File: src/rtl/lut_mult_serial.sv
// ---------------------------------------------------------------------------
// lut_mult_serial
//
// Digit-serial multiplier by a run-time reloadable constant A. The odd
// multiples 1A, 3A, ..., 15A live in an 8-entry LUT. Each 4-bit digit d of
// X is written as d = o * 2^k with o odd, so its partial product is one
// LUT read followed by a small left shift. One digit is consumed per clock,
// least significant first.
//
// Loading a new constant rebuilds the LUT in 8 cycles. Entry k is formed by
// adding 2A to entry k-1, so the rebuild needs no multiplier.
//
// Ports
//   clk         rising-edge clock
//   rst         asynchronous, active-high reset
//   const_load  request to load const_in as the new constant (IDLE only)
//   const_in    new constant value
//   const_busy  high whenever the block is not idle
//   in_valid    x_in is valid
//   in_ready    block can accept x_in this cycle (combinational)
//   x_in        multiplicand
//   out_valid   product is valid (registered)
//   out_ready   downstream accepts product
//   product     x_in * A (registered, held after the handshake)
//
// state  | meaning
// -------+--------------------------------------------------------------
// IDLE   | waiting; const_load wins over in_valid
// BUILD  | 8 cycles, writing LUT entry build_cnt
// RUN    | D cycles, accumulating one digit per cycle
// DONE   | product presented, waiting for out_ready
// ---------------------------------------------------------------------------
module lut_mult_serial #(
    parameter int X_WIDTH = 8,
    parameter int A_WIDTH = 8,
    parameter int A_RESET = 2
) (
    input  logic                       clk,
    input  logic                       rst,
    input  logic                       const_load,
    input  logic [A_WIDTH-1:0]         const_in,
    output logic                       const_busy,
    input  logic                       in_valid,
    output logic                       in_ready,
    input  logic [X_WIDTH-1:0]         x_in,
    output logic                       out_valid,
    input  logic                       out_ready,
    output logic [X_WIDTH+A_WIDTH-1:0] product
);

    localparam int D  = X_WIDTH / 4;
    localparam int LW = A_WIDTH + 4;
    localparam int PW = X_WIDTH + A_WIDTH;
    localparam int IW = (D > 1) ? $clog2(D) : 1;
    localparam logic [IW-1:0] LAST_DIGIT = IW'(D - 1);

    localparam logic [1:0] S_IDLE  = 2'd0;
    localparam logic [1:0] S_BUILD = 2'd1;
    localparam logic [1:0] S_RUN   = 2'd2;
    localparam logic [1:0] S_DONE  = 2'd3;

    logic [1:0]         state;
    logic [LW-1:0]      lut [8];
    logic [A_WIDTH-1:0] a_reg;
    logic [A_WIDTH:0]   a2_reg;
    logic [2:0]         build_cnt;
    logic [X_WIDTH-1:0] x_sh;
    logic [IW-1:0]      digit_idx;
    logic [PW-1:0]      acc;

    logic [3:0]         digit;
    logic [1:0]         tz;
    logic [2:0]         lut_idx;
    logic [LW-1:0]      pp;
    logic [PW-1:0]      pp_ext;
    logic [PW-1:0]      acc_next;

    // Odd multiple (2i+1)*A_RESET, the LUT contents right after reset.
    function automatic logic [LW-1:0] reset_entry(input int i);
        reset_entry = LW'((2 * i + 1) * A_RESET);
    endfunction

    assign in_ready   = (state == S_IDLE) && !const_load;
    assign const_busy = (state != S_IDLE);

    // Partial product of the current digit. The shift register always
    // presents the digit being processed in its low nibble.
    always_comb begin
        digit = x_sh[3:0];
        tz    = 2'd3;
        if (digit[0]) begin
            tz = 2'd0;
        end else if (digit[1]) begin
            tz = 2'd1;
        end else if (digit[2]) begin
            tz = 2'd2;
        end
        // (o - 1) / 2 with o = d >> tz and o odd is simply d >> (tz + 1).
        lut_idx = 3'(digit >> ({1'b0, tz} + 3'd1));
        if (digit == 4'd0) begin
            pp = '0;
        end else begin
            // d * A < 16 * 2^A_WIDTH, so the shift cannot overflow LW bits.
            pp = lut[lut_idx] << tz;
        end
        pp_ext   = PW'(pp) << {digit_idx, 2'b00};
        acc_next = acc + pp_ext;
    end

    always_ff @(posedge clk or posedge rst) begin
        if (rst) begin
            state     <= S_IDLE;
            a_reg     <= A_WIDTH'(A_RESET);
            a2_reg    <= (A_WIDTH + 1)'(2 * A_RESET);
            build_cnt <= '0;
            x_sh      <= '0;
            digit_idx <= '0;
            acc       <= '0;
            product   <= '0;
            out_valid <= 1'b0;
            for (int i = 0; i < 8; i++) begin
                lut[i] <= reset_entry(i);
            end
        end else begin
            case (state)
                S_IDLE: begin
                    if (const_load) begin
                        a_reg     <= const_in;
                        a2_reg    <= {const_in, 1'b0};
                        build_cnt <= '0;
                        state     <= S_BUILD;
                    end else if (in_valid) begin
                        x_sh      <= x_in;
                        acc       <= '0;
                        digit_idx <= '0;
                        state     <= S_RUN;
                    end
                end

                S_BUILD: begin
                    if (build_cnt == 3'd0) begin
                        lut[0] <= LW'(a_reg);
                    end else begin
                        lut[build_cnt] <= lut[build_cnt - 3'd1] + LW'(a2_reg);
                    end
                    build_cnt <= build_cnt + 3'd1;
                    if (build_cnt == 3'd7) begin
                        state <= S_IDLE;
                    end
                end

                S_RUN: begin
                    acc       <= acc_next;
                    x_sh      <= x_sh >> 4;
                    digit_idx <= digit_idx + IW'(1);
                    if (digit_idx == LAST_DIGIT) begin
                        product   <= acc_next;
                        out_valid <= 1'b1;
                        state     <= S_DONE;
                    end
                end

                S_DONE: begin
                    if (out_ready) begin
                        out_valid <= 1'b0;
                        state     <= S_IDLE;
                    end
                end

                default: begin
                    state <= S_IDLE;
                end
            endcase
        end
    end

endmodule
File: config.mk
export PLATFORM = sky130hd
export DESIGN_NAME = lut_mult_serial
export DESIGN_NICKNAME = d
export VERILOG_FILES = /design/src/rtl/lut_mult_serial.sv
export SDC_FILE = /design/constraint.sdc
export NUM_CORES = 1
export LEC_CHECK = 0
export ABC_AREA = 1
export CAP_MARGIN = 15
export CORE_ASPECT_RATIO = 1.25
export CORE_MARGIN = 2
export CORE_UTILIZATION = 24
export CTS_BUF_LIST = sky130_fd_sc_hd__clkbuf_4 sky130_fd_sc_hd__clkbuf_8 sky130_fd_sc_hd__clkbuf_16
export CTS_CLUSTER_SIZE = 24
export DETAILED_ROUTE_END_ITERATION = 16
export DONT_BUFFER_PORTS = 1
export HOLD_SLACK_MARGIN = 0.08
export SLEW_MARGIN = 15
export SYNTH_ARGS = -nofsm -noshare
export SYNTH_HDL_FRONTEND = slang
export SYNTH_SLANG_ARGS = --single-unit
export TNS_END_PERCENT = 50
File: constraint.sdc
create_clock -name clk -period 15.8 [get_ports clk]
set_input_delay 3.16 -clock clk [delete_from_list [all_inputs] [get_ports clk]]
set_output_delay 3.16 -clock clk [all_outputs]
set_load 0.01 [all_outputs]
==> flow_summary.yaml <==
timing:
  final_hold_viol_count: 0
  period_share_pct: 41.4
  drv_slew: 0
  rsz0062_at_grt: "false"
  worst_pin_slew_ns: 1.14
  setup_viol: 0
  slew_headroom_pct: 23.6
  skew_ns: 0.0151
  max_freq_mhz: 153
  tns_ns: 0
  period_needed_ns: 6.55
setup_path:
  critPathTopFamily: "simple AND/OR/NAND/NOR gates"
  cpPeakStageDelay_ns: 0.23
  path_depth: 1
  crit_buf_inv: 0
  worstSetupPathType: "in2out"
  cpMaxStageDelayCell: "nor2_1"
  rrSetupSlack_ns: 10.84
  crit_end: "in_ready"
  reg2reg_to: "product[13]"
  cp_cell_sequence: "nor2_1"
  cp_max_fo: 4
  worst_ep_required_time_ns: 12.64
  startpoint_type: "input port"
  r2r-start: "x_sh[2]"
  end_kind: "output port"
  crit_arrival_ns: 3.39
  critPathLaunch: "const_load"
  r2r_cells: 25
die:
  start_util_pct: 24.2
  die_h_um: 220
  io_pins: 40
  dieArea_sq_um: 39000
  design.core.area_sq_um: 37100
  dieWidth_um: 177
  num_rows: 79
global_routing:
  antenna_found_initial: 4
  grt_max_degree: 65
  grt_pass1_wl_um: 41100
  overflow: 0
  track_usage_pct: 13.5
  grt_pass1_vias: 7688
cells_and_area:
  fin_nets: 1219
  largestRegisters: "lut x96, acc x16, product x16"
  regArea_sq_um: 3810
  layout_common_cells: "nand2_1, o21ai_0, dfrtp_1"
  multi_input_area_sq_um: 4490
  n_fill_cell: 3981
  drive_gt1_share_pct: 9.14
  layout_commonest_cell: "nand2_1"
  area_growth_pct: 11.3
  largest_register_ffs: 96
  largest-register: "lut"
drt:
  ant_nets: 0
  via_per_inst: 4.77
  vias: 7956
  detail_route.iter0.violations: 717
  finalWirelength_um: 25700
  dr.pass1.iters: 6
  drc: 0
  drt-wirelength-per-cell_um: 15.4
yosys:
  synth_warnings: 0
  synthXorXnorAreaFrac_pct: 2.10
  synth-simple-area-share_pct: 23.3
  ys_seq_area_share_pct: 42.4
  synth_edf_count: 0
  syn_inst: 1194
  yosys.cell_types.count: 48
  async_flop_share_pct: 100
  synth_top_family_by_area: "simple AND/OR/NAND/NOR gates"
  synth_compound_area_share_pct: 19.1
  synthTopCellsByArea: "dfrtp_1, nand2_1, o21ai_0, dfstp_2, nand3_1"
  muxShareOfSynthArea_pct: 1.13
  syn_area_per_cell_sq_um: 7.52
  synth_area_sq_um: 8980
  synth_area_leader_cell: "dfrtp_1"
  synth_top_area_share_pct: 36.2
  synthAdderAreaFrac_pct: 4.35
  ys_ff_latch: 151
  syn_nets: 1245
  ys.flop_type: "dfrtp_1"
status:
  outcome: "completed"
cts:
  cts_tree: "built"
  clk_pin_slew_worst_paths_ns: 0.06
  ctsResizeCount: 0
  clock_sinks: 151
  htree_levels: 4
  clock_latency_ns: 0.44
  cts_buffer_depth: 2
  cts-hold-fix-buffers: 0
  ctsRootBufferMaster: "clkbuf_16"
  numCtsBuffers: 17
  postCtsSetupRepairBufs: 0
place:
  io_buffers: 0
  routabilityCongestion: 0.872
  post-dp-hpwl_um: 17400
flow_run:
  max_cap_violations: 0
worst_hold_path:
  hp-class: "reg2reg"
## cells in the mapped netlist, types with 11 or more instances
library cell	number
a21oi_1	52
a31oi_1	13
buf_2	16
clkbuf_1	28
dfrtp_1	130
dfstp_2	21
ha_1	28
inv_1	96
nand2_1	326
nand3_1	85
nor2_1	72
o211ai_1	14
o21ai_0	172
o21ai_1	30
o22ai_1	11
xor2_1	12
## cell families after synthesis
family	Yosys count
fa+ha+maj	30
compound gates	313
flops	151
xor+xnor	19
mux	9
simple gates	508
buf+inv	164
## routing by layer
metal  global-route usage, %  share of wire, %
met1                    16.4                43
met2                    23.5                49
met3                    2.97               6.1
met4                    4.85               2.2
met5                       0              0.10
## cell type report
class                   count  share of cell area (%)
flip-flops and latches    151                    38.1
clock buffers              21                    4.68
repair buffers             12                   0.902
diodes                      1                  0.0250
well taps                 486                    6.09
multi-input cells         879                    44.9
clock inverters            11                    1.24
inverters                 107                    4.07
## worst reg2reg max path, cell delays in order (launching register included)
cell	delay (ns)
dfrtp_1	0.39
inv_1	0.11
o21ai_2	0.40
nand3_1	0.76
inv_2	0.56
nand2_1	0.10
nand2_1	0.20
nand2_1	0.11
nand3_1	0.09
o21ai_1	0.08
nand2_1	0.06
o21ai_0	0.13
ha_1	0.36
inv_1	0.09
nor3_1	0.20
nand2_1	0.08
nand2_1	0.08
nand2_1	0.07
nand2_1	0.06
a21oi_1	0.09
o21ai_0	0.37
nand3_1	0.17
nand2_1	0.09
nand2_1	0.06
nand3_1	0.08
nand2_1	0.05
## worst min path at each step
| stage | startpoint | slack (ns) | depth (start not counted) | endpoint |
|---|---|---|---|---|
| after floorplan | lut[20] | 0.45 | 2 | lut[20] |
| after global placement | lut[20] | 0.47 | 2 | lut[20] |
| after detailed placement | lut[50] | 0.48 | 2 | lut[50] |
| after CTS | lut[50] | 0.49 | 2 | lut[50] |
| after global routing | acc[14] | 0.51 | 2 | acc[14] |
| final | lut[51] | 0.48 | 2 | lut[51] |
## metrics by stage
stage / hold slack [ns] / cell area, sq um / util (%) / setup slack (ns) / instances
6_report: 0.483 / 9990 / 27.0 / 9.25 / 1668
3_3_place_gp: 0.468 / 9400 / 25.4 / 9.25 / 1635
3_5_place_dp: 0.476 / 9400 / 25.4 / 9.25 / 1635
2_1_floorplan: 0.453 / 8980 / - / 8.61 / 1194
5_1_grt: 0.513 / 9990 / 27.0 / 9.23 / 1668
4_1_cts: 0.486 / 9990 / 26.9 / 9.25 / 1667
Power is not shown: default switching activity piles up to over one toggle a cycle in this logic, so the estimate is an artifact.
